--- src/rtl/am_sample_scheduler_pkg.sv ---
// Shared types and helpers for the AM sample scheduler: FSM state encoding
// and the mid-scale carrier level substituted whenever no sample is due.
package am_sample_scheduler_pkg;

    typedef enum logic [1:0] {
        ST_IDLE     = 2'd0,
        ST_PRIME    = 2'd1,
        ST_RUN      = 2'd2,
        ST_UNDERRUN = 2'd3
    } state_t;

    function automatic int mid_level(input int pwm_steps);
        return pwm_steps / 2;
    endfunction

endpackage

--- src/rtl/am_sample_scheduler_fifo.sv ---
// Small synchronous sample FIFO with a combinational head and an occupancy count.
module sample_fifo #(
    parameter int W     = 4,
    parameter int DEPTH = 4
) (
    input  logic                     clk,
    input  logic                     rst,
    input  logic                     i_push,
    input  logic [W-1:0]             i_data,
    input  logic                     i_pop,
    output logic [W-1:0]             o_head,
    output logic [$clog2(DEPTH):0]   o_level,
    output logic                     o_full,
    output logic                     o_empty
);

    localparam int PW = $clog2(DEPTH);

    logic [W-1:0]  r_mem [DEPTH];
    logic [PW-1:0] r_wr_ptr;
    logic [PW-1:0] r_rd_ptr;
    logic [PW:0]   r_level;

    // Pointer and occupancy bookkeeping; pointers wrap at the power-of-two depth.
    always_ff @(posedge clk) begin
        if (rst) begin
            r_wr_ptr <= '0;
            r_rd_ptr <= '0;
            r_level  <= '0;
        end else begin
            if (i_push) r_wr_ptr <= r_wr_ptr + PW'(1);
            if (i_pop)  r_rd_ptr <= r_rd_ptr + PW'(1);
            case ({i_push, i_pop})
                2'b10:   r_level <= r_level + (PW+1)'(1);
                2'b01:   r_level <= r_level - (PW+1)'(1);
                default: r_level <= r_level;
            endcase
        end
    end

    // Storage write; a full push is only issued alongside a pop, so the
    // overwritten slot is the head being read out in the same cycle.
    always_ff @(posedge clk) begin
        if (i_push) r_mem[r_wr_ptr] <= i_data;
    end

    assign o_head  = r_mem[r_rd_ptr];
    assign o_level = r_level;
    assign o_full  = (r_level == (PW+1)'(DEPTH));
    assign o_empty = (r_level == '0);

endmodule

--- src/rtl/am_sample_scheduler.sv ---
// Releases one buffered audio sample per PWM frame to the AM modulator,
// priming the FIFO first and substituting mid-scale on starvation.
module am_sample_scheduler
    import am_sample_scheduler_pkg::*;
#(
    parameter int PWM_STEPS     = 16,
    parameter int CLKS_PER_STEP = 2,
    parameter int SAMPLE_W      = 4,
    parameter int FIFO_DEPTH    = 4,
    parameter int PRIME_LEVEL   = 2
) (
    input  logic                          clk,
    input  logic                          rst,
    input  logic                          enable,
    input  logic [SAMPLE_W-1:0]           s_data,
    input  logic                          s_valid,
    output logic                          s_ready,
    output logic [SAMPLE_W-1:0]           mod_level,
    output logic                          mod_load,
    output logic [1:0]                    state,
    output logic [$clog2(FIFO_DEPTH):0]   fifo_level,
    output logic [15:0]                   underruns
);

    localparam int FRAME = PWM_STEPS * CLKS_PER_STEP;
    localparam int CNT_W = (FRAME > 1) ? $clog2(FRAME) : 1;
    localparam int LVL_W = $clog2(FIFO_DEPTH) + 1;
    localparam logic [SAMPLE_W-1:0] MID       = SAMPLE_W'(mid_level(PWM_STEPS));
    localparam logic [CNT_W-1:0]    CNT_LAST  = CNT_W'(FRAME - 1);
    localparam logic [LVL_W-1:0]    PRIME_LVL = LVL_W'(PRIME_LEVEL);

    state_t              r_state;
    logic [CNT_W-1:0]    r_cnt;
    logic [SAMPLE_W-1:0] r_mod_level;
    logic                r_mod_load;
    logic [15:0]         r_underruns;

    logic                w_fb;
    logic                w_pop;
    logic                w_push;
    logic                w_full;
    logic                w_empty;
    logic [SAMPLE_W-1:0] w_head;
    logic [LVL_W-1:0]    w_level;

    // Frame boundaries are ignored once enable drops, since that edge goes to IDLE.
    assign w_fb   = enable && (r_state != ST_IDLE) && (r_cnt == CNT_LAST);
    assign w_pop  = w_fb && (((r_state == ST_RUN) && !w_empty) ||
                             ((r_state == ST_PRIME) && (w_level >= PRIME_LVL)));
    assign w_push = s_valid && !rst && (!w_full || w_pop);
    assign s_ready = !w_full && !rst;

    sample_fifo #(
        .W     (SAMPLE_W),
        .DEPTH (FIFO_DEPTH)
    ) u_fifo (
        .clk     (clk),
        .rst     (rst),
        .i_push  (w_push),
        .i_data  (s_data),
        .i_pop   (w_pop),
        .o_head  (w_head),
        .o_level (w_level),
        .o_full  (w_full),
        .o_empty (w_empty)
    );

    // Scheduler FSM, frame counter and registered modulator outputs.
    always_ff @(posedge clk) begin
        if (rst) begin
            r_state     <= ST_IDLE;
            r_cnt       <= '0;
            r_mod_level <= MID;
            r_mod_load  <= 1'b0;
            r_underruns <= 16'd0;
        end else if (!enable) begin
            r_state     <= ST_IDLE;
            r_cnt       <= '0;
            r_mod_level <= MID;
            r_mod_load  <= 1'b0;
        end else begin
            r_mod_load <= w_fb;
            r_cnt      <= ((r_state == ST_IDLE) || (r_cnt == CNT_LAST)) ? '0 : r_cnt + CNT_W'(1);
            case (r_state)
                ST_IDLE: begin
                    r_state     <= ST_PRIME;
                    r_mod_level <= MID;
                end
                ST_PRIME: begin
                    if (w_fb) begin
                        if (w_pop) begin
                            r_state     <= ST_RUN;
                            r_mod_level <= w_head;
                        end else begin
                            r_mod_level <= MID;
                        end
                    end
                end
                ST_RUN: begin
                    if (w_fb) begin
                        if (w_pop) begin
                            r_mod_level <= w_head;
                        end else begin
                            r_state     <= ST_UNDERRUN;
                            r_mod_level <= MID;
                            if (r_underruns != 16'hFFFF) r_underruns <= r_underruns + 16'd1;
                        end
                    end
                end
                ST_UNDERRUN: begin
                    r_state <= ST_PRIME;
                end
                default: begin
                    r_state     <= ST_IDLE;
                    r_mod_level <= MID;
                end
            endcase
        end
    end

    assign mod_level  = r_mod_level;
    assign mod_load   = r_mod_load;
    assign state      = r_state;
    assign fifo_level = w_level;
    assign underruns  = r_underruns;

endmodule
--- config.mk ---
export PLATFORM = sky130hd
export DESIGN_NAME = am_sample_scheduler
export DESIGN_NICKNAME = d
export VERILOG_FILES = /design/src/rtl/am_sample_scheduler_pkg.sv /design/src/rtl/am_sample_scheduler_fifo.sv /design/src/rtl/am_sample_scheduler.sv
export SDC_FILE = /design/constraint.sdc
export NUM_CORES = 1
export LEC_CHECK = 0
export BUFFER_PORTS_ARGS = -buffer_cell sky130_fd_sc_hd__buf_2
export CAP_MARGIN = 25
export CELL_PAD_IN_SITES_DETAIL_PLACEMENT = 1
export CELL_PAD_IN_SITES_GLOBAL_PLACEMENT = 1
export CORE_MARGIN = 4
export CORE_UTILIZATION = 35
export DETAILED_ROUTE_END_ITERATION = 16
export PLACE_DENSITY_LB_ADDON = 0.05
export SYNTH_ARGS = -nofsm -noshare
export SYNTH_HDL_FRONTEND = slang
export SYNTH_SLANG_ARGS = --single-unit
export TNS_END_PERCENT = 20
--- constraint.sdc ---
create_clock -name clk -period 2.87 [get_ports clk]
set_input_delay 0.287 -clock clk [delete_from_list [all_inputs] [get_ports clk]]
set_output_delay 0.287 -clock clk [all_outputs]
set_load 0.005 [all_outputs]
==> impl_metrics.json <==
{
  "dp_cells": 366,
  "ys_warn_count": 0,
  "final_hold_viol_count": 0,
  "drt_first_pass_iters": 4,
  "wl_per_cell_um": 15.3,
  "htree_levels": 2,
  "hpwl_um": 4240,
  "fin_skew_ns": 0.0110,
  "cts_buffers": 5,
  "yosysUniqueCellTypes": 49,
  "avgViaCountPerCell": 5.09,
  "setup_tns_ns": 0,
  "slowest_stage": "dfxtp_1",
  "fill_cells": 813,
  "die-area_um2": 8650,
  "ys.flop_type": "dfxtp_1",
  "crit_chain": "ha_1 > and3_1 > ha_1 > and3b_1 > and3_1 > ha_1 > inv_1 > fa_1 > xor2_1 > or3_1 > a21oi_1",
  "path_class": "reg2reg",
  "critPathRequiredTime_ns": 3.11,
  "layout_worst_path_cycle_share": 0.939,
  "syn_area_um2": 2530,
  "synth.avg_cell_area_um2": 10.6,
  "peakVddDrop_v": 0.000224,
  "setup.worst_path.start_class": "register",
  "worst_slew_margin_rel": 0.449,
  "grt_util_all_layers": 0.140,
  "start_util": 0.366,
  "max_freq_mhz": 371,
  "cts_root_buf": "clkbuf_8",
  "clock_path_buffers": 2,
  "wirelength_um": 5740,
  "cap_viol_max_count": 0,
  "synthCells": 239,
  "clk_pin_slew_ns": 0.11,
  "end_kind": "register",
  "seqCellArea_um2": 1220,
  "io_pins": 35,
  "synth_seq_cells": 53,
  "rows": 30,
  "area_growth_syn_to_layout_pct": 15.8,
  "die_w_um": 93,
  "initialDrtViolationCount": 55,
  "p_total_mw": 1.33,
  "tritoncts": "done",
  "core_um2": 6910,
  "routed-via-count": 1909,
  "synth_top_area_cell": "dfxtp_1",
  "report.final.slew_viol_count": 0,
  "leakage_nw": 1.13,
  "setup_violations": 0,
  "synth-async-reset-ratio": 0,
  "grt.overflow.total": 0,
  "hold_class": "in2reg",
  "synth_edf_count": 16,
  "rsz0062_at_grt": "false",
  "cp_slowest_stage_delay_ns": 0.37,
  "drcViolationCount": 0,
  "die_h_um": 93,
  "io_buffers": 34,
  "multi_input_comb_area_um2": 1240,
  "powerDensity_nw_per_um2": 454,
  "insertion_delay_ns": 0.31,
  "status": "finished, final reports clean",
  "drive_above_1_share": 0.247,
  "clock-sinks": 53,
  "finalCriticalPeriod_ns": 2.70,
  "worst_slew_pin_slew_ns": 0.818,
  "ant_nets": 0,
  "yosysSeqAreaShare": 0.483,
  "synth_top_area_frac": 0.293,
  "yosys-top-cells-area": "dfxtp_1, edfxtp_1, ha_1",
  "grt_pass1_wl_um": 9540,
  "grt_max_degree": 37,
  "antenna_found_initial": 0,
  "grt_pass1_vias": 1918,
  "fin_cells": 375,
  "globalplace.congestion": 0.739,
  "critPathMaxFanout": 4,
  "antenna_cells": 0,
  "fin_nets": 299,
  "synthesis.nets": 260,
  "crit_top_cell": "ha_1",
  "reg2reg_slack_ns": 0.17,
  "worstPathArrival_ns": 2.94
}
registers in the layout, indices dropped and copies added, names as in the netlist, named ones only:
signal	cells
u_fifo.r_wr_ptr	2
u_fifo.o_level	3
r_cnt	5
mod_level	4
state	2
mod_load	1
u_fifo.r_rd_ptr	2
u_fifo.r_mem	16
underruns	16
cells in the mapped netlist, types with 2 or more instances:
| cell type | n |
|---|---|
| dfxtp_1 | 37 |
| nor2_1 | 24 |
| edfxtp_1 | 16 |
| a21oi_1 | 13 |
| ha_1 | 12 |
| inv_1 | 11 |
| nand3_1 | 10 |
| mux2_2 | 8 |
| nor2b_1 | 8 |
| nor4_1 | 7 |
| o21ai_0 | 7 |
| and2_1 | 6 |
| nand2_1 | 6 |
| nor3_1 | 6 |
| clkbuf_1 | 5 |
| nand2b_1 | 5 |
| nand4_1 | 5 |
| and3_1 | 4 |
| mux4_2 | 4 |
| xor2_1 | 4 |
| a211oi_1 | 3 |
| a22oi_1 | 3 |
| and4_1 | 3 |
| buf_2 | 2 |
| mux2i_1 | 2 |
| o31ai_1 | 2 |
| or3_1 | 2 |
| or4_1 | 2 |
| xnor2_1 | 2 |
layout by cell type (no fill, tap or decap), types with 2 or more instances in the layout:
| cell | Yosys | layout |
|---|---|---|
| clkbuf_8 | 0 | 5 |
| mux4_2 | 4 | 4 |
| nand2_1 | 6 | 6 |
| nor3_2 | 1 | 2 |
| clkinv_4 | 0 | 2 |
| nand4_1 | 5 | 5 |
| edfxtp_1 | 16 | 16 |
| a21oi_1 | 13 | 13 |
| o31ai_1 | 2 | 2 |
| buf_2 | 2 | 34 |
| xnor2_1 | 2 | 2 |
| ha_1 | 12 | 12 |
| nand3_1 | 10 | 10 |
| mux2i_1 | 2 | 2 |
| and4_1 | 3 | 3 |
| buf_4 | 0 | 5 |
| a211oi_1 | 3 | 3 |
| nor3_1 | 6 | 5 |
| o21ai_0 | 7 | 7 |
| nor2_1 | 24 | 24 |
| or4_1 | 2 | 2 |
| nand2b_1 | 5 | 5 |
| dfxtp_1 | 37 | 37 |
| mux2_2 | 8 | 8 |
| or3_1 | 2 | 2 |
| nor2b_1 | 8 | 8 |
| nor4_1 | 7 | 7 |
| inv_1 | 11 | 11 |
| xor2_1 | 4 | 4 |
| and2_1 | 6 | 6 |
| and3_1 | 4 | 4 |
| a22oi_1 | 3 | 3 |
critical path: cells and delay by family, from the launching register on:
| family | cells | cell delay [ns] |
|---|---|---|
| buffers and inverters | 1 | 0.07 |
| XOR/XNOR | 1 | 0.16 |
| AND/OR/NAND/NOR | 4 | 0.92 |
| adder cells (fa/ha/maj) | 4 | 0.96 |
| AO/OA/AOI/OAI | 1 | 0.15 |
| flip-flops | 1 | 0.37 |
power by group:
group	switching (mW)	internal [mW]	total, mW
clock network	0.272	0.179	0.451
logic	0.0516	0.0342	0.0859
registers	0.0107	0.782	0.792
total	0.334	0.995	1.33
final timing paths:
kind | end | cells past startpoint | start
worst max-delay path | u_fifo.o_level[2] | 11 | r_cnt[0]
worst min-delay path | u_fifo.r_mem[1][2] | 1 | s_data[2]
worst max register to register | u_fifo.o_level[2] | 11 | r_cnt[0]
worst min register to register | r_cnt[0] | 1 | r_cnt[0]
metrics by stage:
step	hold slack [ns]	cell area (µm²)	utilization	setup slack (ns)
3_5_place_dp	0.442	2820	0.408	0.187
2_1_floorplan	0.386	2530	-	0.227
4_1_cts	0.172	2920	0.422	0.141
3_3_place_gp	0.436	2820	0.408	0.258
5_1_grt	0.168	2930	0.424	0.0279
6_report	0.180	2930	0.424	0.175
repair_timing:
item | 4_1_cts | 5_1_grt
buffers inserted | 0 | 1
setup endpoints to repair | 0 | 2
endpoints found under the hold margin | 0 | 0
resized for setup | 0 | 1
hold buffers | 0 | 0
layer usage:
| metal | vias to the layer above | routed length [µm] | share of wire | track usage |
|---|---|---|---|---|
| li1 | 954 | - | - | - |
| met1 | 932 | 3060 | 0.53 | 0.198 |
| met2 | 19 | 2510 | 0.44 | 0.212 |
| met3 | 4 | 124 | 0.022 | 0.0274 |
| met4 | 0 | 45 | 0.0078 | 0.0476 |
| met5 | - | 0 | 0 | 0 |
cells by family (layout without fill, tap and decap cells):
| group | Yosys count | count (layout) | share of synthesized area |
|---|---|---|---|
| AO/OA/AOI/OAI | 37 | 37 | 0.0950 |
| XOR/XNOR | 6 | 6 | 0.0208 |
| adder cells (fa/ha/maj) | 13 | 13 | 0.0673 |
| buffers and inverters | 18 | 58 | 0.0277 |
| flip-flops | 53 | 53 | 0.483 |
| multiplexers | 14 | 14 | 0.0792 |
| AND/OR/NAND/NOR | 98 | 98 | 0.227 |
cell type report:
type,instances,area share
Tap cell,96,0.0410
Timing Repair Buffer,39,0.0709
Inverter,11,0.0141
Clock inverter,3,0.00897
Sequential cell,53,0.417
Clock buffer,5,0.0235
Multi-Input combinational cell,168,0.424
Power figures use the tool's default switching activity.
